File: config.mk
export PLATFORM = sky130hd
export DESIGN_NAME = obi_sram_arbiter
export DESIGN_NICKNAME = d
export VERILOG_FILES = /design/src/rtl/obi_arb_pkg.sv /design/src/rtl/obi_arb_id_fifo.sv /design/src/rtl/obi_sram_arbiter.sv
export SDC_FILE = /design/constraint.sdc
export NUM_CORES = 1
export LEC_CHECK = 0
export ABC_AREA = 1
export BUFFER_PORTS_ARGS = -buffer_cell sky130_fd_sc_hd__buf_2
export CORE_AREA = 2 2 123 125
export CTS_BUF_LIST = sky130_fd_sc_hd__clkbuf_4
export CTS_CLUSTER_DIAMETER = 100
export DETAILED_ROUTE_END_ITERATION = 6
export DIE_AREA = 0 0 125 127
export PLACE_DENSITY_LB_ADDON = 0.2
export SLEW_MARGIN = 25
export SYNTH_ARGS = -nofsm -noshare
export SYNTH_HDL_FRONTEND = slang
export SYNTH_HIERARCHICAL = 1
export SYNTH_SLANG_ARGS = --single-unit
export TNS_END_PERCENT = 100
File: constraint.sdc
create_clock -name clk_i -period 2.6 [get_ports clk_i]
set_clock_uncertainty 0.15 [all_clocks]
set_input_delay 0.26 -clock clk_i [delete_from_list [all_inputs] [get_ports clk_i]]
set_output_delay 0.26 -clock clk_i [all_outputs]
set_load 0.05 [all_outputs]
File: src/rtl/obi_arb_pkg.sv
// Shared types and the arbitration policy helper for the OBI instruction/data arbiter.
package obi_arb_pkg;

  typedef enum logic {PORT_I = 1'b0, PORT_D = 1'b1} port_id_e;

  typedef enum logic {ARB_IDLE, ARB_HOLD} arb_state_e;

  // Picks the winner among the current requesters. On contention, round-robin
  // favours the port that did not win last, fixed priority always favours D.
  // With no requester the result is unused; PORT_I is returned.
  function automatic port_id_e arb_pick(input logic     i_req,
                                        input logic     d_req,
                                        input port_id_e last_win,
                                        input logic     rr_en);
    port_id_e pick;
    pick = PORT_I;
    if (i_req && d_req) begin
      if (rr_en) begin
        pick = (last_win == PORT_I) ? PORT_D : PORT_I;
      end else begin
        pick = PORT_D;
      end
    end else if (d_req) begin
      pick = PORT_D;
    end
    return pick;
  endfunction

endpackage

File: src/rtl/obi_arb_id_fifo.sv
// In-order FIFO of port IDs for accepted-but-unanswered transactions.
// Push is ignored when full and pop is ignored when empty.
module obi_arb_id_fifo
  import obi_arb_pkg::*;
#(
  parameter int DEPTH = 4
) (
  input  logic     clk_i,
  input  logic     rst_i,
  input  logic     push_i,
  input  port_id_e push_id_i,
  input  logic     pop_i,
  output logic     full_o,
  output logic     empty_o,
  output port_id_e head_o
);

  localparam int PTR_W = $clog2(DEPTH);
  localparam int CNT_W = PTR_W + 1;

  logic [PTR_W-1:0] r_wr_ptr;
  logic [PTR_W-1:0] r_rd_ptr;
  logic [CNT_W-1:0] r_count;
  port_id_e         r_mem [DEPTH];

  logic w_push;
  logic w_pop;

  assign full_o  = (r_count == CNT_W'(DEPTH));
  assign empty_o = (r_count == '0);
  assign w_push  = push_i & ~full_o;
  assign w_pop   = pop_i & ~empty_o;
  assign head_o  = r_mem[r_rd_ptr];

  // Pointer and occupancy bookkeeping; pointers wrap naturally since DEPTH is a power of 2.
  // NOTE: sequential state uses non-blocking assignments so every flop samples pre-edge values.
  always_ff @(posedge clk_i or posedge rst_i) begin
    if (rst_i) begin
      r_wr_ptr <= '0;
      r_rd_ptr <= '0;
      r_count  <= '0;
    end else begin
      if (w_push) r_wr_ptr <= r_wr_ptr + PTR_W'(1);
      if (w_pop)  r_rd_ptr <= r_rd_ptr + PTR_W'(1);
      case ({w_push, w_pop})
        2'b10:   r_count <= r_count + CNT_W'(1);
        2'b01:   r_count <= r_count - CNT_W'(1);
        default: r_count <= r_count;
      endcase
    end
  end

  // ID storage written at the tail on every accepted push.
  // NOTE: storage is not reset; entries are only read while r_count says they are valid.
  always_ff @(posedge clk_i) begin
    if (w_push) r_mem[r_wr_ptr] <= push_id_i;
  end

endmodule

File: src/rtl/obi_sram_arbiter.sv
// 2:1 OBI arbiter merging the instruction (i_) and data (d_) ports onto one SRAM port.
// Responses are routed back in issue order using an ID FIFO.
// Define ARB_RR_EN for round-robin arbitration; otherwise D has fixed priority.
module obi_sram_arbiter
  import obi_arb_pkg::*;
#(
  parameter int ADDR_W    = 32,
  parameter int DATA_W    = 32,
  parameter int MAX_OUTST = 4
) (
  input  logic              clk_i,
  input  logic              rst_i,
  input  logic              i_req_i,
  output logic              i_gnt_o,
  input  logic [ADDR_W-1:0] i_addr_i,
  input  logic              i_we_i,
  input  logic [DATA_W/8-1:0] i_be_i,
  input  logic [DATA_W-1:0] i_wdata_i,
  output logic              i_rvalid_o,
  output logic [DATA_W-1:0] i_rdata_o,
  input  logic              d_req_i,
  output logic              d_gnt_o,
  input  logic [ADDR_W-1:0] d_addr_i,
  input  logic              d_we_i,
  input  logic [DATA_W/8-1:0] d_be_i,
  input  logic [DATA_W-1:0] d_wdata_i,
  output logic              d_rvalid_o,
  output logic [DATA_W-1:0] d_rdata_o,
  output logic              m_req_o,
  input  logic              m_gnt_i,
  output logic [ADDR_W-1:0] m_addr_o,
  output logic              m_we_o,
  output logic [DATA_W/8-1:0] m_be_o,
  output logic [DATA_W-1:0] m_wdata_o,
  input  logic              m_rvalid_i,
  input  logic [DATA_W-1:0] m_rdata_i,
  output logic              resp_err_o
);

`ifdef ARB_RR_EN
  localparam logic RR_EN = 1'b1;
`else
  localparam logic RR_EN = 1'b0;
`endif

  arb_state_e r_state;
  arb_state_e w_state_nxt;
  port_id_e   r_last_win;
  port_id_e   r_held_id;
  logic       r_resp_err;

  port_id_e   w_pick;
  port_id_e   w_sel;
  port_id_e   w_head;
  logic       w_held_req;
  logic       w_handshake;
  logic       w_full;
  logic       w_empty;
  logic       w_pop;

  assign w_pick      = arb_pick(i_req_i, d_req_i, r_last_win, RR_EN);
  assign w_held_req  = (r_held_id == PORT_I) ? i_req_i : d_req_i;
  assign m_req_o     = (i_req_i | d_req_i) & ~w_full;
  assign w_handshake = m_req_o & m_gnt_i;

  // Request fields follow the selected port with no added latency.
  assign m_addr_o  = (w_sel == PORT_D) ? d_addr_i  : i_addr_i;
  assign m_we_o    = (w_sel == PORT_D) ? d_we_i    : i_we_i;
  assign m_be_o    = (w_sel == PORT_D) ? d_be_i    : i_be_i;
  assign m_wdata_o = (w_sel == PORT_D) ? d_wdata_i : i_wdata_i;

  // Responses pop the head ID and are steered to its owner only.
  assign w_pop      = m_rvalid_i & ~w_empty;
  assign i_rvalid_o = w_pop & (w_head == PORT_I);
  assign d_rvalid_o = w_pop & (w_head == PORT_D);
  assign i_rdata_o  = m_rdata_i;
  assign d_rdata_o  = m_rdata_i;
  assign resp_err_o = r_resp_err;

  // Selection, grant steering and next-state: a pending ungranted request freezes the winner.
  // NOTE: every output of this block gets a default first so no latch is inferred.
  always_comb begin
    w_sel       = w_pick;
    w_state_nxt = ARB_IDLE;
    i_gnt_o     = 1'b0;
    d_gnt_o     = 1'b0;
    case (r_state)
      ARB_IDLE: w_sel = w_pick;
      // A held port that withdraws its request is a protocol violation; fall back to policy.
      ARB_HOLD: w_sel = w_held_req ? r_held_id : w_pick;
      default:  w_sel = w_pick;
    endcase
    if (m_req_o && !m_gnt_i) w_state_nxt = ARB_HOLD;
    if (w_handshake) begin
      if (w_sel == PORT_I) i_gnt_o = 1'b1;
      else                 d_gnt_o = 1'b1;
    end
  end

  // State, held winner, last winner and the sticky spurious-response flag.
  always_ff @(posedge clk_i or posedge rst_i) begin
    if (rst_i) begin
      r_state    <= ARB_IDLE;
      r_held_id  <= PORT_I;
      r_last_win <= PORT_I;
      r_resp_err <= 1'b0;
    end else begin
      r_state <= w_state_nxt;
      if (m_req_o && !m_gnt_i) r_held_id  <= w_sel;
      if (w_handshake)         r_last_win <= w_sel;
      if (m_rvalid_i && w_empty) r_resp_err <= 1'b1;
    end
  end

  obi_arb_id_fifo #(
    .DEPTH (MAX_OUTST)
  ) u_id_fifo (
    .clk_i     (clk_i),
    .rst_i     (rst_i),
    .push_i    (w_handshake),
    .push_id_i (w_sel),
    .pop_i     (w_pop),
    .full_o    (w_full),
    .empty_o   (w_empty),
    .head_o    (w_head)
  );

endmodule

# Word-level counts from Yosys, hierarchy flattened
# Memory sizes are Yosys's and may differ from the RTL's.
# Cells that the tools add are included.
totals:
  regBits: 10
  mem_bits_rw: 4
  in_bits: 176
  output_inout_bits: 139
  word_cells: 49
  n_memories: 1
classes:
  n_addsub: 4
  n_eq_ne: 3
  n_mux: 17
  bitwise: 12
  n_reduce_logical: 6
memory_table:
  columns: ["memory", "words", "width", "rd", "rd_ports_with_merged_regs", "write_ports", "line_no", "rtl"]
  rows:
  - ["u_id_fifo.r_mem", 4, 1, 1, 0, 1, "obi_arb_id_fifo.sv:24", "port_id_e r_mem [DEPTH];"]
ops:
  columns: ["operator", "count"]
  rows:
  - ["2-to-1 mux 32 bit", 2]
  - ["2-to-1 mux 1 bit", 12]
  - ["bitwise AND 1 bit", 7]
  - ["case mux 3 bit (2 select lines)", 1]
  - ["adder 2 x 1 -> 2 bit, second input constant", 2]
  - ["2-to-1 mux 4 bit", 1]
  - ["inverter 1 bit", 4]
  - ["adder 3 x 1 -> 3 bit, second input constant", 1]
  - ["== test 3 bit, second input constant", 1]
  - ["logical AND 1 bit", 3]
  - ["logical NOT 3 bit", 1]
  - ["subtractor 3 x 1 -> 3 bit, second input constant", 1]
  - ["== test 2 x 1 -> 1 bit, second input constant", 1]
  - ["== test 2 bit, second input constant", 1]
  - ["case mux 1 bit (2 select lines)", 1]
  - ["nonzero test 2 bit", 1]
  - ["logical NOT 1 bit", 1]
  - ["OR 1 bit", 1]

# Depth between registers and ports, before layout
# Gate-level depths: netlist (run 1).
depth:
  word_depth: 7
  ltp_mapped: 15
  depth_no_buf: 15

# By module
# The synthesis (run 1) kept the hierarchy.
by_module_without_submodules:
  columns: ["mod", "instances", "cells_per_inst", "area_per_inst_um2", "seq_area_each_um2"]
  rows:
  - ["obi_sram_arbiter", 1, 313, 1544.0, 75.1]
  - ["obi_arb_id_fifo", 1, 74, 673.1, 295.3]

# Worst setup path before layout (run 1)
# OpenSTA, ideal clock, no wires.
synth_timing:
  path_type: "reg2out"
  from: "register u_id_fifo.r_rd_ptr[0]"
  to: "output port d_rvalid_o"
  arrival_ns: 1.814
  required_time_ns: 2.190
  setup_slack_ns: 0.376
  path_stages_with_launch: 5
  path_buffers: 0
  cell_sequence: "dfrtp_1 -> inv_1 -> o211ai_1 -> nand2_1 -> nor3b_1"
synth_via:
  elab_chain_len: 2
synth_lines:
  columns: ["element", "line_no", "rtl"]
  rows:
  - ["start: declaration", "obi_arb_id_fifo.sv:22", "logic [PTR_W-1:0] r_rd_ptr;"]
  - ["start signal: assignment", "obi_arb_id_fifo.sv:44", "if (w_pop) r_rd_ptr <= r_rd_ptr + PTR_W'(1);"]
  - ["memory read (4 x 1 bit)", null, null]
  - ["named net w_head", "obi_sram_arbiter.sv:54", "port_id_e w_head;"]
  - ["bitwise AND 1 bit", "obi_sram_arbiter.sv:75", "assign d_rvalid_o = w_pop & (w_head == PORT_D);"]
  - ["end: declaration", "obi_sram_arbiter.sv:27", "output logic d_rvalid_o,"]
# The timed path passes the listed nets, and every way through them passes these cells.

# Worst setup path after layout (run 1)
layout_timing:
  from: "register u_id_fifo.r_count[2]"
  to: "output port i_gnt_o"
layout_via:
  elab_chain_len: 5
layout_lines:
  columns: ["element", "line_no", "rtl"]
  rows:
  - ["start: declaration", "obi_arb_id_fifo.sv:23", "logic [CNT_W-1:0] r_count;"]
  - ["start signal: assignment", "obi_arb_id_fifo.sv:46", "2'b10: r_count <= r_count + CNT_W'(1);"]
  - ["start signal: assignment", "obi_arb_id_fifo.sv:47", "2'b01: r_count <= r_count - CNT_W'(1);"]
  - ["start signal: assignment", "obi_arb_id_fifo.sv:48", "default: r_count <= r_count;"]
  - ["== test 3 bit", "obi_arb_id_fifo.sv:29", "assign full_o = (r_count == CNT_W'(DEPTH));"]
  - ["named net w_full", "obi_sram_arbiter.sv:57", "logic w_full;"]
  - ["inverter 1 bit", "obi_sram_arbiter.sv:63", "assign m_req_o = (i_req_i | d_req_i) & ~w_full;"]
  - ["bitwise AND 1 bit", "obi_sram_arbiter.sv:63", null]
  - ["bitwise AND 1 bit", "obi_sram_arbiter.sv:64", "assign w_handshake = m_req_o & m_gnt_i;"]
  - ["named net w_handshake", "obi_sram_arbiter.sv:56", "logic w_handshake;"]
  - ["2-to-1 mux 1 bit", "obi_sram_arbiter.sv:94", "if (w_handshake) begin"]
  - ["end: declaration", "obi_sram_arbiter.sv:14", "output logic i_gnt_o,"]
# The timed path passes the listed nets, and every way through them passes these cells.

==> results.ini, run 1 <==
[critical_path]
cp.required_ps = 2190
endpoint_kind = primary output
path_max_fanout = 4
slowest_delay_ps = 430
slowest_stage = dfrtp_1
cp_num_buf_inv = 4
cp-start-kind = register
cpMostUsedCell = inv_1
crit_chain = nand3_4 > inv_1 > inv_1 > nand2_1 > nor2_2 > inv_1 > nor2_1 > buf_2
crit_family = simple AND/OR/NAND/NOR gates
cp.arrival_ps = 1820
path_class = register to primary output

[global_route]
grt_pass1_vias = 2623
grt_overflow_total = 0
antenna_found_initial = 1
grt_max_degree = 42
grt_use_total = 0.1190
grt_pass1_wl_mm = 14.67

[min_path]
hp-class = input pin to register

[routing]
antenna_left = 0
drc = 0
vias_per_cell = 3.725
vias = 2678
drtIter0Drc = 80
drt_wl_total_mm = 10.21
wl_per_cell_um = 14.19
dr.pass1.iters = 4

[yosys]
synth_top_area_frac = 0.3809
seq_area_frac_synth = 0.1670
avgSynthCellArea_um2 = 5.729
synth_compound_area_frac = 0.01467
synth_xor_area_frac = 0.003950
synth-simple-area-share = 0.4673
ys_seq_elements = 14
synth_top_family_by_area = simple AND/OR/NAND/NOR gates
synthAdderAreaFrac = 0.03725
synth_top_area_cell = nand2_1
yosys_warnings = 6
syn_nets = 569
syn_area_um2 = 2217
synth_area_leaders = nand2_1, buf_4, dfrtp_1
synth_cell_types = 25
synth_cells = 387
synthMuxAreaShare = 0

[clock_network]
cts-buffers-inserted = 3
clk_pin_slew_ps = 80
clkLatencyLatePin_ps = 280
ctsResizeCount = 0
cts_tree = yes
cts_buffer_depth = 2
root_buffer = clkbuf_4
cts_sinks = 14
h-tree-depth = 1

[timing]
fin_crit_sh = 0.8589
finalSetupViolations = 0
worst_slew_pin_slew_ps = 411.3
fin_setup_tns_ps = 0
slew_violations = 0
slew_headroom = 0.7258
fin_crit_ps = 2233
final_hold_viol_count = 0
rsz0062_at_grt = no
max_freq_mhz = 447.8

[floorplan]
initial_utilization = 0.1537
die_height_um = 127
io_pins = 315
coreArea_um2 = 14420
num_rows = 44
die_w_um = 125
dieArea_um2 = 15880

[job]
cap_violations = 0

[place]
dp.final_hpwl_mm = 9.257
place_inst = 714
place.gp.congestion = 0.7907
io_buffers = 218

[layout]
drive_gt1_frac = 0.4523
nets = 718
fillCellCount = 1730
mostFrequentLayoutCells = nand2_1, buf_2, inv_1
synthToLayoutAreaGrowth_pct = 37.87
final_common_cell = nand2_1
antennaDiodeCount = 0
fin_cells = 719

[power]
power.leakage_nw = 1.999
ir_drop_mv = 0.1848
p_per_area_nw_per_um2 = 666.0

[status]
status = completed

[worst paths after layout]
| path | from | end | slack [ps] | cells past startpoint |
|---|---|---|---|---|
| max | u_id_fifo/r_count[2]$_DFFE_PP0P_ | i_gnt_o | 370 | 8 |
| min | m_rvalid_i | resp_err_o$_DFFE_PP0P_ | 50 | 2 |
| max reg2reg | u_id_fifo/r_count[2]$_DFFE_PP0P_ | u_id_fifo/r_count[1]$_DFFE_PP0P_ | 390 | 10 |
| min reg2reg | resp_err_o$_DFFE_PP0P_ | resp_err_o$_DFFE_PP0P_ | 320 | 1 |
| max in group asynchronous | rst_i | u_id_fifo/r_count[2]$_DFFE_PP0P_ | 1790 | 3 |
| min in group asynchronous | rst_i | r_held_id$_DFFE_PP0P_ | 240 | 3 |
[final cells by class]
class	count	area, um2	area share
Inverter	31	118.9	0.03889
Timing Repair Buffer	222	1151	0.3766
Sequential cell	14	370.4	0.1212
Multi-Input combinational cell	264	1160	0.3795
Tap cell	184	230.2	0.07532
Clock inverter	1	3.754	0.001228
Clock buffer	3	22.52	0.007368
[routing by layer]
layer / vias up / wire length (um) / track usage
met1: 1113 / 3233 / 0.1190
met5: - / 0 / 0
met3: 18 / 831 / 0.02973
met4: 0 / 393 / 0.04118
li1: 1374 / - / -
met2: 173 / 5747 / 0.2375
[flip-flops by register name (all words and copies together) (netlist names)]
signal / flops
r_state: 1
r_held_id: 1
u_id_fifo/r_rd_ptr: 2
u_id_fifo/r_mem: 4
u_id_fifo/r_wr_ptr: 2
u_id_fifo/r_count: 3
resp_err_o: 1
[cells by family after synthesis]
family,Yosys count
xor gates and xnor gates,1
and+or+nand+nor,252
adders and majority gates,6
buffers and inverters,109
DFF,14
AOI/OAI and AO/OA,5
[power by group]
group	switching (mW)	leakage, nW	internal, mW
clock network	0.0730	0.0154	0.0557
registers	0.0644	0.156	0.305
logic	1.11	1.83	0.427
[Yosys cell counts]
master and n:
fa_1 1, dfrtp_1 10, o21ai_0 2, nor3b_1 1, nor2_2 5, inv_1 28
nand3_4 1, xnor2_1 1, nand3_2 2, nand2_2 5, inv_4 1, buf_4 71
nand2_1 225, inv_2 2, nand2_4 1, buf_2 7, a21o_1 1, ha_1 5
o211ai_1 2, nor2_1 3, nor3_1 1, nand2_8 1, edfxtp_1 4, nand4_1 1
nand3_1 6
[metrics by stage]
stage / cell area, um2 / total power [mW] / hold slack (ps) / setup slack, ps / utilization
2_1_floorplan: 2217 / 1.776 / -136.4 / 376.0 / -
3_3_place_gp: 3020 / 1.920 / -5.464 / 456.3 / 0.2094
3_5_place_dp: 3020 / 1.934 / 0.8036 / 383.1 / 0.2094
4_1_cts: 3057 / 2.075 / 46.29 / 327.0 / 0.2119
5_1_grt: 3057 / 2.213 / 43.39 / 212.8 / 0.2119
6_report: 3057 / 2.036 / 50.73 / 366.8 / 0.2119
[worst reg2reg max path, stage by stage, from the launching register on]
cell     delay, ps
dfrtp_1        430
nand3_4        150
inv_1           50
inv_1           60
nand2_1         80
nor2_2         280
nand2_8        110
ha_1           200
inv_1           80
fa_1           400
o21ai_0        140
[repair_timing]
item | CTS | global route
buffers inserted | 0 | 0
hold endpoints to repair | 10 | 0
hold buffers | 1 | 0
Power figures use the tool's default switching activity.
==> run 2, diff against run 1 <==
--- a/config.mk
+++ b/config.mk
@@ -13,6 +13,7 @@
 export DETAILED_ROUTE_END_ITERATION = 6
 export DIE_AREA = 0 0 125 127
 export PLACE_DENSITY_LB_ADDON = 0.2
+export SETUP_SLACK_MARGIN = 0.4
 export SLEW_MARGIN = 25
 export SYNTH_ARGS = -nofsm -noshare
 export SYNTH_HDL_FRONTEND = slang
==> run 2 against run 1 <==
  * Die area is the same
  * Combinational power grew 6%
  * Setup slack gained 140 ps
  * Critical path depth shrank 1
  * Sequential power is essentially flat
  * Power grew 5.3%
  * Sequential share of layout area shrank 0.47 points
  * Global-route usage shrank 1.3 points
  * Largest cell class is now buffers
  * Worst hold slack lost 2.9 ps
  * Design area grew 4.1%
  * Largest power group unchanged
==> results.ini, run 2 (synthesis gave the netlist of run 1 again) <==
[clock_network]
cts_sinks = 14  ; unchanged
root_buffer = clkbuf_4
clk_pin_slew_ps = 90  ; about the same
cts_buffer_depth = 2  ; unchanged
clkLatencyLatePin_ps = 280  ; about the same
h-tree-depth = 1  ; unchanged
cts_tree = yes
cts-buffers-inserted = 3  ; unchanged

[global_route]
antenna_found_initial = 0  ; -1
grt_pass1_wl_mm = 13.57  ; -7.5%
grt_use_total = 0.1057  ; -0.01329
grt_max_degree = 47  ; +12%
grt_overflow_total = 0  ; unchanged
grt_pass1_vias = 2550  ; -2.8%

[critical_path]
endpoint_kind = primary output
cp.required_ps = 2190  ; about the same
endpoint = m_addr_o[20]
r2r_start = u_id_fifo/r_count[2]$_DFFE_PP0P_
rr_worst_depth = 10  ; unchanged
cp-start-kind = register
r2r_slack_ps = 520  ; +130 ps
path_max_fanout = 45  ; +41
cp-startpoint = r_held_id$_DFFE_PP0P_
reg2reg_to = u_id_fifo/r_count[1]$_DFFE_PP0P_
cp.arrival_ps = 1680  ; -140 ps
path_class = register to primary output

[floorplan]
num_rows = 44  ; unchanged
die_height_um = 127  ; unchanged
io_pins = 315  ; unchanged
dieArea_um2 = 15880  ; unchanged
die_w_um = 125  ; unchanged
initial_utilization = 0.1537  ; unchanged
coreArea_um2 = 14420  ; unchanged

[timing]
finalSetupViolations = 0  ; unchanged
slew_violations = 0  ; unchanged
fin_crit_sh = 0.8034  ; -0.05554
final_hold_viol_count = 0  ; unchanged
slew_headroom = 0.8011  ; +0.07534
worst_slew_pin_slew_ps = 298.0  ; -113.3 ps
max_freq_mhz = 478.7  ; +6.9%
rsz0062_at_grt = yes
fin_setup_tns_ps = 0  ; unchanged
fin_crit_ps = 2089  ; -144.4 ps

[routing]
antenna_left = 0  ; unchanged
drtIter0Drc = 69  ; -14%
wl_per_cell_um = 12.89  ; -9.2%
drc = 0  ; unchanged
drt_wl_total_mm = 9.361  ; -8.3%
vias_per_cell = 3.733  ; +0.22%
vias = 2710  ; +1.2%
dr.pass1.iters = 4  ; unchanged

[layout]
synthToLayoutAreaGrowth_pct = 43.45
final_util = 0.2205  ; +0.008588
mostFrequentLayoutCells = nand2_1, buf_2, inv_1
seq_area_um2 = 370.4  ; unchanged
antennaDiodeCount = 0  ; unchanged
final_common_cell = nand2_1
fillCellCount = 1741  ; +0.64%
largest_reg_flops = 4  ; unchanged
nets = 725  ; +0.97%
top_register = u_id_fifo/r_mem
multi_input_area_um2 = 1212  ; +4.5%
drive_gt1_frac = 0.4723  ; +0.01999
top_regs = u_id_fifo/r_mem (4), u_id_fifo/r_count (3)

[power]
power_frac_seq = 0.172  ; -0.009
p_per_area_nw_per_um2 = 674.0  ; +1.2%
clockPowerShare = 0.062  ; about the same
switching_power_mw = 1.282  ; +2.7%
pwr-share-comb = 0.766  ; +0.011
netSwitchingFraction = 0.5982  ; -0.01505
power.leakage_nw = 2.042  ; +2.1%
p_int_uw = 861.4  ; +9.4%
power.total_mw = 2.144  ; +5.3%
ir_drop_mv = 0.1886  ; +2.0%

[min_path]
hp-class = input pin to register

[job]
cap_violations = 0  ; unchanged

[place]
dp.final_hpwl_mm = 7.985  ; -14%
io_buffers = 218  ; unchanged
place.gp.congestion = 0.7683  ; -2.8%

[status]
status = completed

==> run 2: changes by cell type in the layout (fill, tap and decap cells not counted), moves of 2 or more <==
cell      change
nor2_4        +2
inv_1         -2
buf_4         +9
clkbuf_4      +2
inv_2         +2
buf_2         -6
==> run 2: stage by stage <==
step	hold slack [ps]	area [um2]	std cells	setup slack [ps]
after global routing	53.70	3181	726	344.2
final	47.85	3181	726	511.2
after CTS	35.04	3128	723	403.6
after detailed placement	8.510	3023	714	376.1
after global placement	6.347	3023	714	460.5
after floorplan	-136.4	2222	387	407.0
==> run 2: layer usage <==
metal | wire length (um) | up-vias | track usage | part of all wire
met3 | 839 | 6 | 0.03308 | 0.090
met2 | 5060 | 150 | 0.2100 | 0.54
met4 | 37 | 0 | 0.007843 | 0.0040
li1 | - | 1394 | - | -
met1 | 3423 | 1160 | 0.1136 | 0.37
met5 | 0 | - | 0 | 0
==> run 2: cell type report <==
type	instances	area share
repair buffers	228	0.3843
clock inverters	1	0.001180
clock buffers	3	0.007081
flip-flops and latches	14	0.1164
inverters	31	0.03737
multi-input cells	265	0.3812
well taps	184	0.07238
==> run 2: how the worst min path moves through the flow <==
| stage | startpoint | to | slack [ps] | depth (start not counted) |
|---|---|---|---|---|
| finish | m_rvalid_i | resp_err_o$_DFFE_PP0P_ | 50 | 2 |
| global placement | rst_i | resp_err_o$_DFFE_PP0P_ | 6 | 2 |
| floorplan | rst_i | r_held_id$_DFFE_PP0P_ | -140 | 1 |
| CTS | m_rvalid_i | resp_err_o$_DFFE_PP0P_ | 40 | 2 |
| global route | m_rvalid_i | resp_err_o$_DFFE_PP0P_ | 50 | 2 |
| detailed placement | rst_i | resp_err_o$_DFFE_PP0P_ | 9 | 2 |
==> run 2: power groups by stage <==
stage | sequential (mW) | clock [mW] | combinational (mW)
4_1_cts | 0.367 | 0.141 | 1.61
2_1_floorplan | 0.359 | 0 | 1.42
5_1_grt | 0.379 | 0.150 | 1.78
3_5_place_dp | 0.370 | 0 | 1.55
6_report | 0.369 | 0.134 | 1.64
3_3_place_gp | 0.369 | 0 | 1.54
==> run 2: critical path, stage by stage, from the launching register on <==
cell	delay [ps]
dfrtp_1	390
inv_1	90
nand3_4	130
nand2_8	130
buf_16	200
nand2_1	80
nand2_1	80
buf_2	270
==> run 2: what timing repair did <==
item | 4_1_cts | 5_1_grt
buffers inserted | 3 | 3
gates resized for setup | 8 | 13
endpoints found under the setup margin | 68 | 45
hold buffers | 1 | 0
pin swaps | 1 | 1
gates cloned | 1 | 0
hold endpoints to repair | 10 | 0
==> run 3, diff against run 2 <==
==> constraint.sdc (replaced) <==
create_clock -name clk_i -period 1.75 [get_ports clk_i]
set_clock_uncertainty 0.15 [all_clocks]
set_input_delay 0.175 -clock clk_i [delete_from_list [all_inputs] [get_ports clk_i]]
set_output_delay 0.175 -clock clk_i [all_outputs]
set_load 0.05 [all_outputs]
==> run 3 against run 2 <==
  * The run now ends with setup timing left
  * Wire length grew 26%
  * Setup slack lost 740 ps
  * Worst hold slack improved by 63 ps
  * Non-clock buffer count grew 45
  * Combinational power grew to 2.6 times the previous value
  * Die area unchanged
  * Flip-flop and latch count did not move
  * Global-route usage grew 0.59 points
  * Count of clock-buffer cells in the layout stayed put
  * First-iteration DRC count decreased by 13%
  * Utilization is 18 points higher
  * Critical path type is now register to register
==> results.ini, run 3 (synthesis gave the netlist of run 1 again) <==
[layout]
drive_gt1_frac = 0.8618  ; +0.3895
mostFrequentLayoutCells = buf_2, nand2_4, nand2_2
synthToLayoutAreaGrowth_pct = 162.5
largest_reg_flops = 4  ; unchanged
fin_cells = 770  ; +6.1%
top_register = u_id_fifo/r_mem
antennaDiodeCount = 0  ; unchanged
nets = 769  ; +6.1%
top_regs = u_id_fifo/r_mem (4), u_id_fifo/r_count (3)
final_common_cell = buf_2

[global_route]
grt_use_total = 0.1116  ; +0.005931
grt_pass1_wl_mm = 14.50  ; +6.8%
grt_pass1_vias = 2864  ; +12%
grt_overflow_total = 0  ; unchanged
grt_max_degree = 37  ; -21%
antenna_found_initial = 1  ; +1

[floorplan]
coreArea_um2 = 14420  ; unchanged
num_rows = 44  ; unchanged
io_pins = 315  ; unchanged
initial_utilization = 0.1537  ; unchanged
dieArea_um2 = 15880  ; unchanged
die_w_um = 125  ; unchanged
die_height_um = 127  ; unchanged

[place]
place.gp.congestion = 0.7983  ; +3.9%
dp.final_hpwl_mm = 8.098  ; +1.4%
io_buffers = 218  ; unchanged
place_inst = 730  ; +2.2%

[critical_path]
cp.arrival_ps = 2000  ; +320 ps
crit_chain = inv_2 > nand3_4 > inv_2 > inv_2 > nand2_4 > nor2_4 > buf_12 > nand2_8 > ha_4 > inv_4 > fa_2 > inv_1 > nand2_1 > nand4_1 > nand2_1
cp-start-kind = register
path_class = register to register
rr_worst_depth = 15  ; +5
cp.required_ps = 1770  ; -420 ps
endpoint_kind = register
cpMostUsedCell = inv_2
slowest_delay_ps = 400  ; about the same
slowest_stage = dfrtp_1
path_max_fanout = 3  ; -93%
r2r_slack_ps = -220  ; -740 ps

[clock_network]
cts-buffers-inserted = 3  ; unchanged
cts_tree = yes
root_buffer = clkbuf_4
cts_buffer_depth = 2  ; unchanged
h-tree-depth = 1  ; unchanged
clkLatencyLatePin_ps = 280  ; about the same
clk_pin_slew_ps = 80  ; about the same
cts_sinks = 14  ; unchanged

[routing]
antenna_left = 0  ; unchanged
vias_per_cell = 3.934  ; +5.4%
vias = 3029  ; +12%
drc = 0  ; unchanged
drt_wl_total_mm = 11.76  ; +26%
dr.pass1.iters = 4  ; unchanged
drtIter0Drc = 60  ; -13%
wl_per_cell_um = 15.28  ; +18%

[timing]
final_hold_viol_count = 0  ; unchanged
fin_crit_ps = 1975
finalSetupViolations = 74  ; +74
worst_slew_pin_slew_ps = 314.8  ; +16.87 ps
slew_headroom = 0.7899  ; -0.01126
hold-worst-slack_ps = 110.8  ; +62.97 ps
max_freq_mhz = 506.4
fin_ws_ps = -224.6  ; -735.9 ps
fin_crit_sh = 1.128
rsz0062_at_grt = yes
slew_violations = 0  ; unchanged

[power]
p_per_area_nw_per_um2 = 850.8  ; +26%
power.leakage_nw = 3.078  ; +51%
ir_drop_mv = 0.2841  ; +51%

[min_path]
hp-class = input pin to register
min_path_cells = 4  ; +2

[status]
status = finished, violations left
violations = setup timing

[job]
cap_violations = 0  ; unchanged

==> run 3: cell count changes in the layout (fill, tap and decap cells not counted), sizes merged <==
cell and change:
buf +37, clkbuf +7, dlygate4sd3 +1, nand2 -1
==> run 3: power by group <==
| group | switching [mW] | total (mW) | internal (mW) |
|---|---|---|---|
| combinational | 2.33 | 4.22 | 1.89 |
| clock | 0.110 | 0.193 | 0.0828 |
| sequential | 0.0822 | 0.535 | 0.453 |
| total | 2.52 | 4.95 | 2.43 |
==> run 3: stage by stage <==
stage	setup TNS [ps]	total power, mW	instance area [um2]	utilization	setup WS (ps)
2_1_floorplan	-742.5	2.974	2776	-	-195.8
3_3_place_gp	-253.8	3.411	3812	0.2643	-140.9
3_5_place_dp	-279.3	3.425	3812	0.2643	-144.8
4_1_cts	-9236	4.170	4577	0.3173	-219.2
5_1_grt	-17830	5.244	5819	0.4035	-345.2
6_report	-10780	4.951	5819	0.4035	-224.6
==> run 3: critical path, delay by kind of cell (launching register included) <==
family	cells	cell delay, ps
adders and majority gates	2	480
buffers and inverters	6	420
DFF	1	400
and+or+nand+nor	7	430
==> run 3: layout make-up <==
| cell class | count | area [um2] |
|---|---|---|
| Clock buffer | 3 | 22.52 |
| Clock inverter | 1 | 3.754 |
| Fill cell | 1507 | 8605 |
| Inverter | 31 | 137.6 |
| Multi-Input combinational cell | 264 | 2394 |
| Sequential cell | 14 | 370.4 |
| Tap cell | 184 | 230.2 |
| Timing Repair Buffer | 273 | 2661 |
==> run 3: path summary, 6_finish.rpt <==
path / start / end
max in group asynchronous: rst_i / u_id_fifo/r_count[2]$_DFFE_PP0P_
min in group asynchronous: rst_i / resp_err_o$_DFFE_PP0P_
min reg2reg: resp_err_o$_DFFE_PP0P_ / resp_err_o$_DFFE_PP0P_
max: u_id_fifo/r_count[0]$_DFFE_PP0P_ / u_id_fifo/r_count[2]$_DFFE_PP0P_
max reg2reg: u_id_fifo/r_count[0]$_DFFE_PP0P_ / u_id_fifo/r_count[2]$_DFFE_PP0P_
min: m_gnt_i / r_state$_DFF_PP0_
==> run 3: routing by layer <==
layer,share of wire,wire [um],global-route usage
met1,0.38,4459,0.1248
met2,0.54,6341,0.2126
met3,0.072,852,0.03266
met4,0.0083,98,0.01830
met5,0.0010,12,0
==> run 3: what timing repair did <==
item,in CTS,in global routing
cloned,2,15
buffers inserted,10,7
hold endpoints to repair,11,0
pin swaps,11,59
hold buffers,2,0
endpoints found under the setup margin,83,90
resized for setup,186,237
